$ cat config.mk
export PLATFORM = sky130hd
export DESIGN_NAME = slew_limiter
export DESIGN_NICKNAME = d
export VERILOG_FILES = /design/src/rtl/slew_limiter.sv
export SDC_FILE = /design/constraint.sdc
export NUM_CORES = 1
export LEC_CHECK = 0
export ABC_AREA = 1
export CORE_MARGIN = 2
export CORE_UTILIZATION = 49
export DETAILED_ROUTE_END_ITERATION = 12
export GPL_TIMING_DRIVEN = 0
export PLACE_DENSITY_LB_ADDON = 0.15
export RECOVER_POWER = 100
export SLEW_MARGIN = 20
export SYNTH_ARGS = -nofsm -noshare
export SYNTH_HDL_FRONTEND = slang
export SYNTH_SLANG_ARGS = --single-unit
$ cat constraint.sdc
create_clock -name clk -period 6.34 [get_ports clk]
set_input_delay 1.902 -clock clk [delete_from_list [all_inputs] [get_ports clk]]
set_output_delay 1.902 -clock clk [all_outputs]
set_load 0.05 [all_outputs]
$ cat src/rtl/slew_limiter.sv
// Dual-channel slew-rate limiter. On each sample_clk rising edge, both channels step toward
// their targets through one shared add/compare datapath. Each channel also drives a "still slewing" gate.
module slew_limiter #(
    parameter int W          = 16,
    parameter int RATE_SHIFT = 8,
    parameter int GATE_HI    = 20000
) (
    input  logic                clk,
    input  logic                rst_n,
    input  logic                sample_clk,
    input  logic signed [W-1:0] sample_in0,
    input  logic signed [W-1:0] sample_in1,
    input  logic signed [W-1:0] sample_in2,
    input  logic signed [W-1:0] sample_in3,
    output logic signed [W-1:0] sample_out0,
    output logic signed [W-1:0] sample_out1,
    output logic signed [W-1:0] sample_out2,
    output logic signed [W-1:0] sample_out3
);

    typedef enum logic [2:0] {
        IDLE,
        LATCH,
        CALC_A,
        CALC_B,
        COMMIT
    } state_t;

    state_t state_q, state_d;

    logic                scHist_q;
    logic signed [W-1:0] targetA_q, rateA_q, targetB_q, rateB_q;
    logic signed [W-1:0] yA_q, yB_q;
    logic                gateA_q, gateB_q;
    logic signed [W-1:0] out0_q, out1_q, out2_q, out3_q;

    logic signed [W-1:0] selTarget, selY, selRate;
    logic        [W-1:0] stepRaw, step;
    logic signed [W:0]   targetExt, yExt, stepExt, moved, yNextExt;
    logic                goUp, overshoot;
    logic signed [W-1:0] yNext;
    logic                gateNext;

    always_comb begin
        state_d = state_q;
        case (state_q)
            IDLE:    if (sample_clk && !scHist_q) state_d = LATCH;
            LATCH:   state_d = CALC_A;
            CALC_A:  state_d = CALC_B;
            CALC_B:  state_d = COMMIT;
            COMMIT:  state_d = IDLE;
            default: state_d = IDLE;
        endcase
    end

    // Shared datapath: one adder and one comparator, steered to channel B only in CALC_B.
    // Working in W+1 bits keeps y +/- step from wrapping before the clamp to the target.
    always_comb begin
        selTarget = (state_q == CALC_B) ? targetB_q : targetA_q;
        selY      = (state_q == CALC_B) ? yB_q      : yA_q;
        selRate   = (state_q == CALC_B) ? rateB_q   : rateA_q;

        stepRaw   = (selRate > 0) ? (selRate >>> RATE_SHIFT) : '0;
        step      = (stepRaw == '0) ? {{(W-1){1'b0}}, 1'b1} : stepRaw;

        targetExt = {selTarget[W-1], selTarget};
        yExt      = {selY[W-1], selY};
        stepExt   = {1'b0, step};

        goUp      = targetExt > yExt;
        moved     = goUp ? (yExt + stepExt) : (yExt - stepExt);
        overshoot = goUp ? (moved > targetExt) : (moved < targetExt);
        yNextExt  = ((targetExt == yExt) || overshoot) ? targetExt : moved;

        yNext     = yNextExt[W-1:0];
        gateNext  = (yNextExt != targetExt);
    end

    always_ff @(posedge clk or negedge rst_n) begin
        if (!rst_n) begin
            state_q   <= IDLE;
            scHist_q  <= 1'b0;
            targetA_q <= '0;
            rateA_q   <= '0;
            targetB_q <= '0;
            rateB_q   <= '0;
            yA_q      <= '0;
            yB_q      <= '0;
            gateA_q   <= 1'b0;
            gateB_q   <= 1'b0;
            out0_q    <= '0;
            out1_q    <= '0;
            out2_q    <= '0;
            out3_q    <= '0;
        end else begin
            state_q  <= state_d;
            scHist_q <= sample_clk;
            case (state_q)
                LATCH: begin
                    targetA_q <= sample_in0;
                    rateA_q   <= sample_in1;
                    targetB_q <= sample_in2;
                    rateB_q   <= sample_in3;
                end
                CALC_A: begin
                    yA_q    <= yNext;
                    gateA_q <= gateNext;
                end
                CALC_B: begin
                    yB_q    <= yNext;
                    gateB_q <= gateNext;
                end
                COMMIT: begin
                    out0_q <= yA_q;
                    out1_q <= yB_q;
                    out2_q <= gateA_q ? W'(GATE_HI) : '0;
                    out3_q <= gateB_q ? W'(GATE_HI) : '0;
                end
                default: ;
            endcase
        end
    end

    assign sample_out0 = out0_q;
    assign sample_out1 = out1_q;
    assign sample_out2 = out2_q;
    assign sample_out3 = out3_q;

endmodule

# Word level (Yosys, flattened, before mapping)
# Index checks and enable logic that the tools add are counted.
# op_classes
magnitude_cmp	4
n_eq_ne	7
n_reduce_logical	5
addsub	2
mux	12
# ops
op	n
16-bit 2-to-1 mux	3
17-bit 2-to-1 mux	2
15-bit 2-to-1 mux	2
16-bit by 9-bit adder with 17-bit output	1
17-bit by 16-bit > comparator with 1-bit output	1
17-bit by 16-bit less-than comparator with 1-bit output	1
17-bit by 16-bit inequality test with 1-bit output	1
16-bit by 9-bit subtractor with 17-bit output	1
16-bit == test	1
16-bit by 1-bit > comparator with 1-bit output (second input constant)	1
16-bit > comparator	1
16-bit logical NOT	1
8-bit 2-to-1 mux	2
3-bit case mux with 4 select lines	1
3-bit by 2-bit == test with 1-bit output (second input constant)	2
3-bit by 1-bit == test with 1-bit output (second input constant)	1
3-bit == test (second input constant)	1
3-bit logical NOT	1
3-bit 2-to-1 mux	1
2-bit inequality test (second input constant)	1
1-bit logical AND	1
1-bit logical NOT	1
1-bit logical OR	1
1-bit 2-to-1 mux	1
# totals
input_bits	67
out_inout_bits	64
register_bits	166

# Depth between registers and ports, before layout
# Gate-level depths: netlist of run 1.
# depth
depth_word	13
mapped_depth	58
ltp_nobuf	53

# Worst setup path before layout of run 1
# OpenSTA, ideal clock, no wires.
# synth_timing
path_type	reg2reg
from	reg state_q[0]
to	reg gateB_q
period_less_slack_ns	6.532
setup_slack_ns	-0.192
path_buffers	6
path_stages_with_launch	56
setup_ns	0.117
arrival_time_ns	6.415
cell_sequence	dfrtp_1 -> nand3_2 -> buf_6 -> buf_2 -> clkbuf_1 -> clkbuf_1 -> nand2_1 -> o21ai_0 -> inv_1 -> ha_1 -> nand2_1 -> nand2_1 -> nand2_1 -> nand2_1 -> nand2_1 -> nand2_1 -> nand2_1 -> nand2_1 -> (+20 left out) -> nand3_1 -> nor2_1 -> nor2_1 -> nand2_1 -> nand2_1 -> nand2_1 -> nand4_4 -> nand2_1 -> buf_4 -> nor2_1 -> nand2_1 -> nand2_1 -> nor2_1 -> nand2_1 -> nor2_1 -> nand3_1 -> nand2_1 -> nand2_1
# synth_between
elab_chain_cells	13
elab_cells_between_ends	19
classes_between	add/sub: 2; order compare: 4; eq/ne: 3; mux: 8; reduce/logical: 2
# synth_lines
element	line_no	text
from (decl)	29	state_t state_q, state_d;
from (signal assigned)	96	state_q <= state_d;
3-bit by 2-bit == test with 1-bit output (*)	--	
16-bit 2-to-1 mux	61	selRate = (state_q == CALC_B) ? rateB_q : rateA_q;
16-bit by 1-bit > comparator with 1-bit output	63	stepRaw = (selRate > 0) ? (selRate >>> RATE_SHIFT) : '0;
8-bit 2-to-1 mux	63	
16-bit logical NOT	64	step = (stepRaw == '0) ? {{(W-1){1'b0}}, 1'b1} : stepRaw;
8-bit 2-to-1 mux	64	
16-bit by 9-bit subtractor with 17-bit output or 16-bit by 9-bit adder with 17-bit output (tied branches)	71	moved = goUp ? (yExt + stepExt) : (yExt - stepExt);
17-bit 2-to-1 mux	71	
17-bit by 16-bit less-than comparator with 1-bit output or 17-bit by 16-bit > comparator with 1-bit output (tied branches)	72	overshoot = goUp ? (moved > targetExt) : (moved < targetExt);
1-bit 2-to-1 mux	72	
1-bit logical OR	73	yNextExt = ((targetExt == yExt) || overshoot) ? targetExt : moved;
17-bit 2-to-1 mux	73	
17-bit by 16-bit inequality test with 1-bit output	76	gateNext = (yNextExt != targetExt);
to (signal assigned)	111	gateB_q <= gateNext;
to (decl)	34	logic gateA_q, gateB_q;
# Every way passes the cells marked *; elsewhere a longest branch is shown, timed or not.
# A chain may end at the register's enable or synchronous reset.

# Final worst setup path of run 1
# layout_timing
from	reg state_q[2]
to	reg gateA_q
# layout_between
elab_chain_cells	13
elab_cells_between_ends	20
classes_between	add/sub: 2; order compare: 4; eq/ne: 4; mux: 8; reduce/logical: 2
# layout_lines
element	line_no	text
3-bit by 2-bit == test with 1-bit output	59, 60, 61	
16-bit 2-to-1 mux	61	
16-bit by 1-bit > comparator with 1-bit output	63	
8-bit 2-to-1 mux	63	
16-bit logical NOT	64	
8-bit 2-to-1 mux	64	
16-bit by 9-bit subtractor with 17-bit output or 16-bit by 9-bit adder with 17-bit output (tied branches)	71	
17-bit 2-to-1 mux	71	
17-bit by 16-bit less-than comparator with 1-bit output or 17-bit by 16-bit > comparator with 1-bit output (tied branches)	72	
1-bit 2-to-1 mux	72	
1-bit logical OR	73	
17-bit 2-to-1 mux	73	
17-bit by 16-bit inequality test with 1-bit output	76	
to (signal assigned)	107	gateA_q <= gateNext;
to (decl)	34	
# Several ways; a longest one is shown, not always the timed one.

==> results.md, run 1 <==
- Status: finished with violations
- Failing checks: setup timing
- Synth unique cells: 40
- Row cnt: 47
- Setup Skew: 0.0106 ns
- GR Util met3: 4.80%
- Post-DP HPWL: 16.1 mm
- Drt initial violations: 624
- Crit end category: flip-flop
- First-pass GRT wire length: 36.6 mm
- Drt wl/cell: 16.5 microns
- Total of max-cap violations: 0
- Critical path peak fanout: 10
- Post-route setup slack: -0.323 ns
- Overall Global Routing Usage: 26.1%
- Nets: 1307
- GRT met2 Usage: 43.9%
- Synthesis-stage register bit count: 136
- CP peak stage delay: 0.40 ns
- Worst Max-Slew Pin Slew: 0.635 ns
- Fillers: 1241
- Layout area overhead: 44.3%
- Starting density of the core: 50.2%
- Clk Latency, worst-skew pair: 0.43 ns
- Commonest non-fill, non-tap cell in the layout: nand2_1
- CTS H-tree depth: 4
- Unrepaired setup endpoints after global routing: yes
- Sequential Area: 0.00340 sq mm
- Setup TNS: -3.73 ns
- Via/cell ratio: 5.31
- Vias in the first global route: 7246
- Grt ovf: 0
- Final setup violation count: 28
- Share of layout cells above drive strength 1: 31.1%
- Cell area after synthesis: 0.00832 sq mm
- Ys flop type: dfrtp_1
- CTS buffer count: 17
- DRC: 0
- Initial antenna violation count: 0
- Fmax: 150 MHz
- Chip Width: 134 microns
- Clock Tree Root: clkbuf_16
- Met1 Usage GRT: 33.7%
- Data arrival time of the worst path: 6.98 ns
- Most used routing layer: met2
- Largest net degree at the start of global routing: 74
- Core area: 0.0166 sq mm
- Syn Inst Count: 987
- Final Hold Vio Count: 0
- GP Congestion: 0.928
- Slew Viols, Final: 0
- Seq/Total Area, Yosys: 40.9%
- Multi-input gate area: 0.00508 sq mm
- Placed Area: 0.00980 sq mm
- Fraction of registers with async set/reset: 100%
- Die ar.: 0.0180 sq mm
- Worst hold path class: reg2reg
- Commonest non-fill, non-tap cells in the layout: 200 x nand2_1, 136 x dfrtp_1, 107 x clkdlybuf4s50_1, 90 x inv_1, 77 x mux2_2
- Clock tree sinks: 136
- Minimum clock period: 6.66 ns
- Total number of yosys warnings: 0
- Crit start category: flip-flop
- First-pass DRT Iterations: 5
- Io pins: 131
- DIE HEIGHT: 134 microns
- Routed Antenna Nets: 0
- Routed WL: 23.4 mm
- WS Path Type: reg2reg
- Final Cell Area: 0.0120 sq mm
- Yosys top cell area share: 40.9%
- Mean post-synth cell area: 8.43 sq um
- Diode count: 0
- DR vias: 7545
- Hold Path Cell Cnt: 2
- Slew headroom: 57.6%
- Share of the clock period used by the worst path after layout: 105%
- CTS tree: built
- Cell taking the most area after synthesis: dfrtp_1
- Cells on worst reg2reg path: 47
- Hold-fix buffers at CTS: 0
- CP required: 6.66 ns
- Number of synthesized flops with an enable pin: 0
- Clock Pin Slew Worst Setup and Hold Paths: 0.06 ns
- Synth area leaders: dfrtp_1 41%, mux2_2 10%, nand2_1 10%, ha_1 7.7%, inv_1 4.4%
- Max Buffers Root-to-Sink: 2
- Fin util: 72.4%
- Highest-delay cell along the critical path: dfrtp_1
- IO Port Bufs: 108
-- path summary, 6_finish.rpt --
kind | slack (ns) | start | end
max | -0.32 | state_q[2] | gateA_q
min | 0.48 | sample_out1[1] | sample_out1[1]
max reg2reg | -0.32 | state_q[2] | gateA_q
min reg2reg | 0.48 | sample_out1[1] | sample_out1[1]
max in group asynchronous | 4.20 | rst_n | targetB_q[13]
min in group asynchronous | 1.41 | rst_n | sample_out3[11]
-- synth_stat cells (2+ instances only) --
library cell  instances
a21o_1                4
buf_1                 2
dfrtp_1             136
nor3_1               10
nand3_1              28
nand4_1              28
nand3b_1              4
o21ai_2               2
xnor2_1               6
inv_2                11
o31ai_1               2
a21boi_1              2
buf_4                31
clkbuf_1             24
conb_1                2
buf_2                 7
a21oi_1              35
nand2_1             229
xor2_1                9
o21bai_1              3
or2_2                 2
inv_1                97
ha_1                 51
o21ai_0              38
o21ai_1              70
nor2_1               50
or2_1                15
mux2_2               77
-- cells by family after synthesis --
group,after synthesis,synth area share (%)
buf+inv,174,9.45
compound gates,159,10.2
fa+ha+maj,52,7.91
xor+xnor,15,1.58
mux,78,10.5
simple gates,371,19.3
other cells,2,0.0903
flops,136,40.9
-- cell type report --
type / instances / area share [%]
Clock buffer: 22 / 3.95
Multi-Input combinational cell: 699 / 42.3
Tap cell: 220 / 2.29
Clock inverter: 10 / 1.77
Timing Repair Buffer: 160 / 13.2
Buffer: 65 / 4.64
Sequential cell: 136 / 28.4
Inverter: 109 / 3.47
-- per-layer routing --
metal / share of wire [%] / vias up / wire, microns
met3: 5.3 / 57 / 1240
met1: 43 / 3611 / 10200
met4: 2.8 / 0 / 662
met5: 0 / - / 0
li1: - / 3615 / -
met2: 49 / 262 / 11400
-- flip-flops by register name, indices dropped and copies added (netlist names) --
name	flops
targetA_q	16
scHist_q	1
sample_out1	16
sample_out2	1
gateA_q	1
yB_q	16
rateB_q	16
sample_out0	16
sample_out3	1
targetB_q	16
gateB_q	1
yA_q	16
state_q	3
rateA_q	16
-- metrics by stage --
step	cells	worst slack, ns	hold WS (ns)
3_3_place_gp	1337	-2.04	0.461
3_5_place_dp	1338	-1.71	0.471
6_report	1421	-0.323	0.480
5_1_grt	1421	-0.633	0.504
2_1_floorplan	1009	0.0394	0.445
4_1_cts	1405	-0.111	0.486
-- worst max-delay path: cells and delay by family, from the launching register on --
family	cells	cell delay [ns]
adder cells (fa/ha/maj)	3	0.78
XOR/XNOR	1	0.15
buffers and inverters	10	1.37
AND/OR/NAND/NOR	28	2.88
flip-flops	1	0.40
AO/OA/AOI/OAI	5	0.92
-- timing repair --
action / in CTS / in global routing
setup buffers: 33 / 14
cloned: 2 / 2
resized for setup: 165 / 96
endpoints found under the setup margin: 34 / 34
pin swaps: 56 / 45
Power of run 1 is left out: the tool's default activity adds up to more than one toggle a clock period on the data nets, which glitch-free logic cannot reach.
==> inputs of run 2 (changes only) <==
CORE_UTILIZATION = 51   (was 49)
CTS_BUF_LIST = sky130_fd_sc_hd__clkbuf_8   (was not set)
==> run 2 against run 1 <==
The flow still finishes with violations (setup timing). Wire length is 4.0% higher. Utilization is 4.0 points higher. Register-to-register slack worse by 0.16 ns. Count of clock-buffer cells in the layout is 1 lower. Critical path depth is 1 higher. Cell count is 0.99% higher. Clock skew is 0.014 ns higher. Final area is 1.1% higher. First-iteration DRC count is 25% higher. Maximum frequency is 2.4% lower. Critical path type unchanged.
==> results.md, run 2 (synthesized netlist as in run 1, its figures left out) <==
- Commonest non-fill, non-tap cells in the layout: 185 x nand2_1, 136 x dfrtp_1, 107 x clkdlybuf4s50_1, 90 x buf_4, 87 x inv_1
- Worst r2r src: state_q[2]
- Starting density of the core: 52.4% (+2.2 points)
- Largest net degree at the start of global routing: 98 (+32%)
- Clock Pin Slew Worst Setup and Hold Paths: 0.08 ns (+0.02 ns)
- CTS tree: built
- Final setup violation count: 32 (+14%)
- CP peak stage delay: 0.39 ns (about the same)
- Fmax: 147 MHz (-2.4%)
- Slew headroom: 57.4% (-0.27 points)
- GP Congestion: 0.900 (-3.0%)
- DRC: 0 (unchanged)
- Overall Global Routing Usage: 26.4% (+0.37 points)
- Post-DP HPWL: 15.7 mm (-1.9%)
- Routed Antenna Nets: 0 (unchanged)
- CP startpoint: state_q[2]
- Vias in the first global route: 7484 (+3.3%)
- Failing checks: setup timing
- Routed WL: 24.4 mm (+4.0%)
- Diode count: 0 (unchanged)
- Fin util: 76.4% (+4.0 points)
- Clock Tree Root: clkbuf_8
- Data arrival time of the worst path: 7.19 ns (+0.21 ns)
- Total of max-cap violations: 0 (unchanged)
- Clk Latency, worst-skew pair: 0.48 ns (+0.05 ns)
- First-pass DRT Iterations: 8 (+3)
- Minimum clock period: 6.82 ns (+0.161 ns)
- Slew Viols, Final: 0 (unchanged)
- Nets: 1325 (+1.4%)
- IO Port Bufs: 108 (unchanged)
- Hold-fix buffers at CTS: 0 (unchanged)
- CTS buffer count: 17 (unchanged)
- Highest-delay cell along the critical path: dfrtp_1
- Clock tree sinks: 136 (unchanged)
- Worst Max-Slew Pin Slew: 0.640 ns (+0.00406 ns)
- Row cnt: 46 (-2.1%)
- CTS H-tree depth: 4 (unchanged)
- Initial antenna violation count: 0 (unchanged)
- Post-route setup slack: -0.484 ns (-0.161 ns)
- Max Buffers Root-to-Sink: 2 (unchanged)
- DR vias: 7820 (+3.6%)
- Io pins: 131 (unchanged)
- R2R setup slack: -0.48 ns (-0.16 ns)
- Number of buffers and inverters on the critical path: 9 (-1)
- HP Start: gateA_q
- Status: finished with violations
- Setup Skew: 0.0245 ns (+0.0139 ns)
- Share of the clock period used by the worst path after layout: 108% (+2.5 points)
- Grt ovf: 0 (unchanged)
- Layout area overhead: 45.9%
- Crit start category: flip-flop
- DIE HEIGHT: 132 microns (-1.9%)
- Drt initial violations: 781 (+25%)
- Critical path peak fanout: 10 (unchanged)
- Final Hold Vio Count: 0 (unchanged)
- Share of layout cells above drive strength 1: 35.1% (+4.0 points)
- Unrepaired setup endpoints after global routing: yes
- Via/cell ratio: 5.45 (+2.6%)
- Crit end category: flip-flop
- Chip Width: 132 microns (-1.9%)
- Commonest non-fill, non-tap cell in the layout: nand2_1
- Worst hold path class: reg2reg
- Setup TNS: -6.72 ns (-2.99 ns)
- Family with the most delay on the worst path: simple AND/OR/NAND/NOR gates
- WS Path Type: reg2reg
- First-pass GRT wire length: 36.5 mm (-0.19%)
- CP required: 6.70 ns (+0.04 ns)
- Core area: 0.0159 sq mm (-4.2%)
- Drt wl/cell: 17.0 microns (+3.0%)
- Die ar.: 0.0173 sq mm (-3.8%)
==> run 2: cell types whose count changed in the layout (fill, tap and decap cells not counted), sizes merged <==
cell / before / now
buf: 94 / 108
bufinv: 6 / 2
clkinv: 1 / 4
clkbuf: 46 / 48
bufbuf: 0 / 1
clkinvlp: 2 / 3
inv: 110 / 111
==> run 2: metrics by stage <==
stage / instances / instance area (sq um) / hold WS (ns) / setup slack (ns)
after floorplan: 1009 / 8410 / 0.445 / 0.0394
after global routing: 1435 / 12100 / 0.510 / -0.754
final: 1435 / 12100 / 0.480 / -0.484
after CTS: 1407 / 11200 / 0.485 / -0.0144
after detailed placement: 1334 / 9790 / 0.464 / -1.66
after global placement: 1333 / 9760 / 0.460 / -1.98
==> run 2: path summary, 6_finish.rpt <==
path | to | cells past startpoint
setup / recovery | gateA_q | 48
hold / removal | gateA_q | 2
setup reg to reg | gateA_q | 48
hold reg to reg | gateA_q | 2
max in group asynchronous | sample_out1[14] | 2
min in group asynchronous | targetB_q[6] | 1
==> run 2: layer usage <==
metal	wire [microns]	GRT usage (%)	up-vias
li1	-	-	3656
met1	10000	33.9	3709
met2	11800	44.4	376
met3	1640	5.05	79
met4	861	10.4	0
met5	0	0	-
==> run 2: repair_timing <==
item | CTS | global route
pin swaps | 59 | 68
buffers inserted | 39 | 27
endpoints found under the setup margin | 34 | 34
gates cloned | 3 | 1
gates resized for setup | 163 | 144
==> run 2: worst min-delay path, delay by kind of cell, from the launching register on <==
family / cells / cell delay [ns]
flip-flops: 1 / 0.35
AND/OR/NAND/NOR: 2 / 0.10
==> run 2: area by class of cell <==
cell class,instances,area [sq um]
clock buffers,21,289
plain buffers,64,552
fillers,1101,3750
inverters,109,422
clock inverters,11,119
well taps,216,270
flip-flops and latches,136,3400
repair buffers,179,1740
multi-input cells,699,5340
Power of run 2 is left out for the same reason.
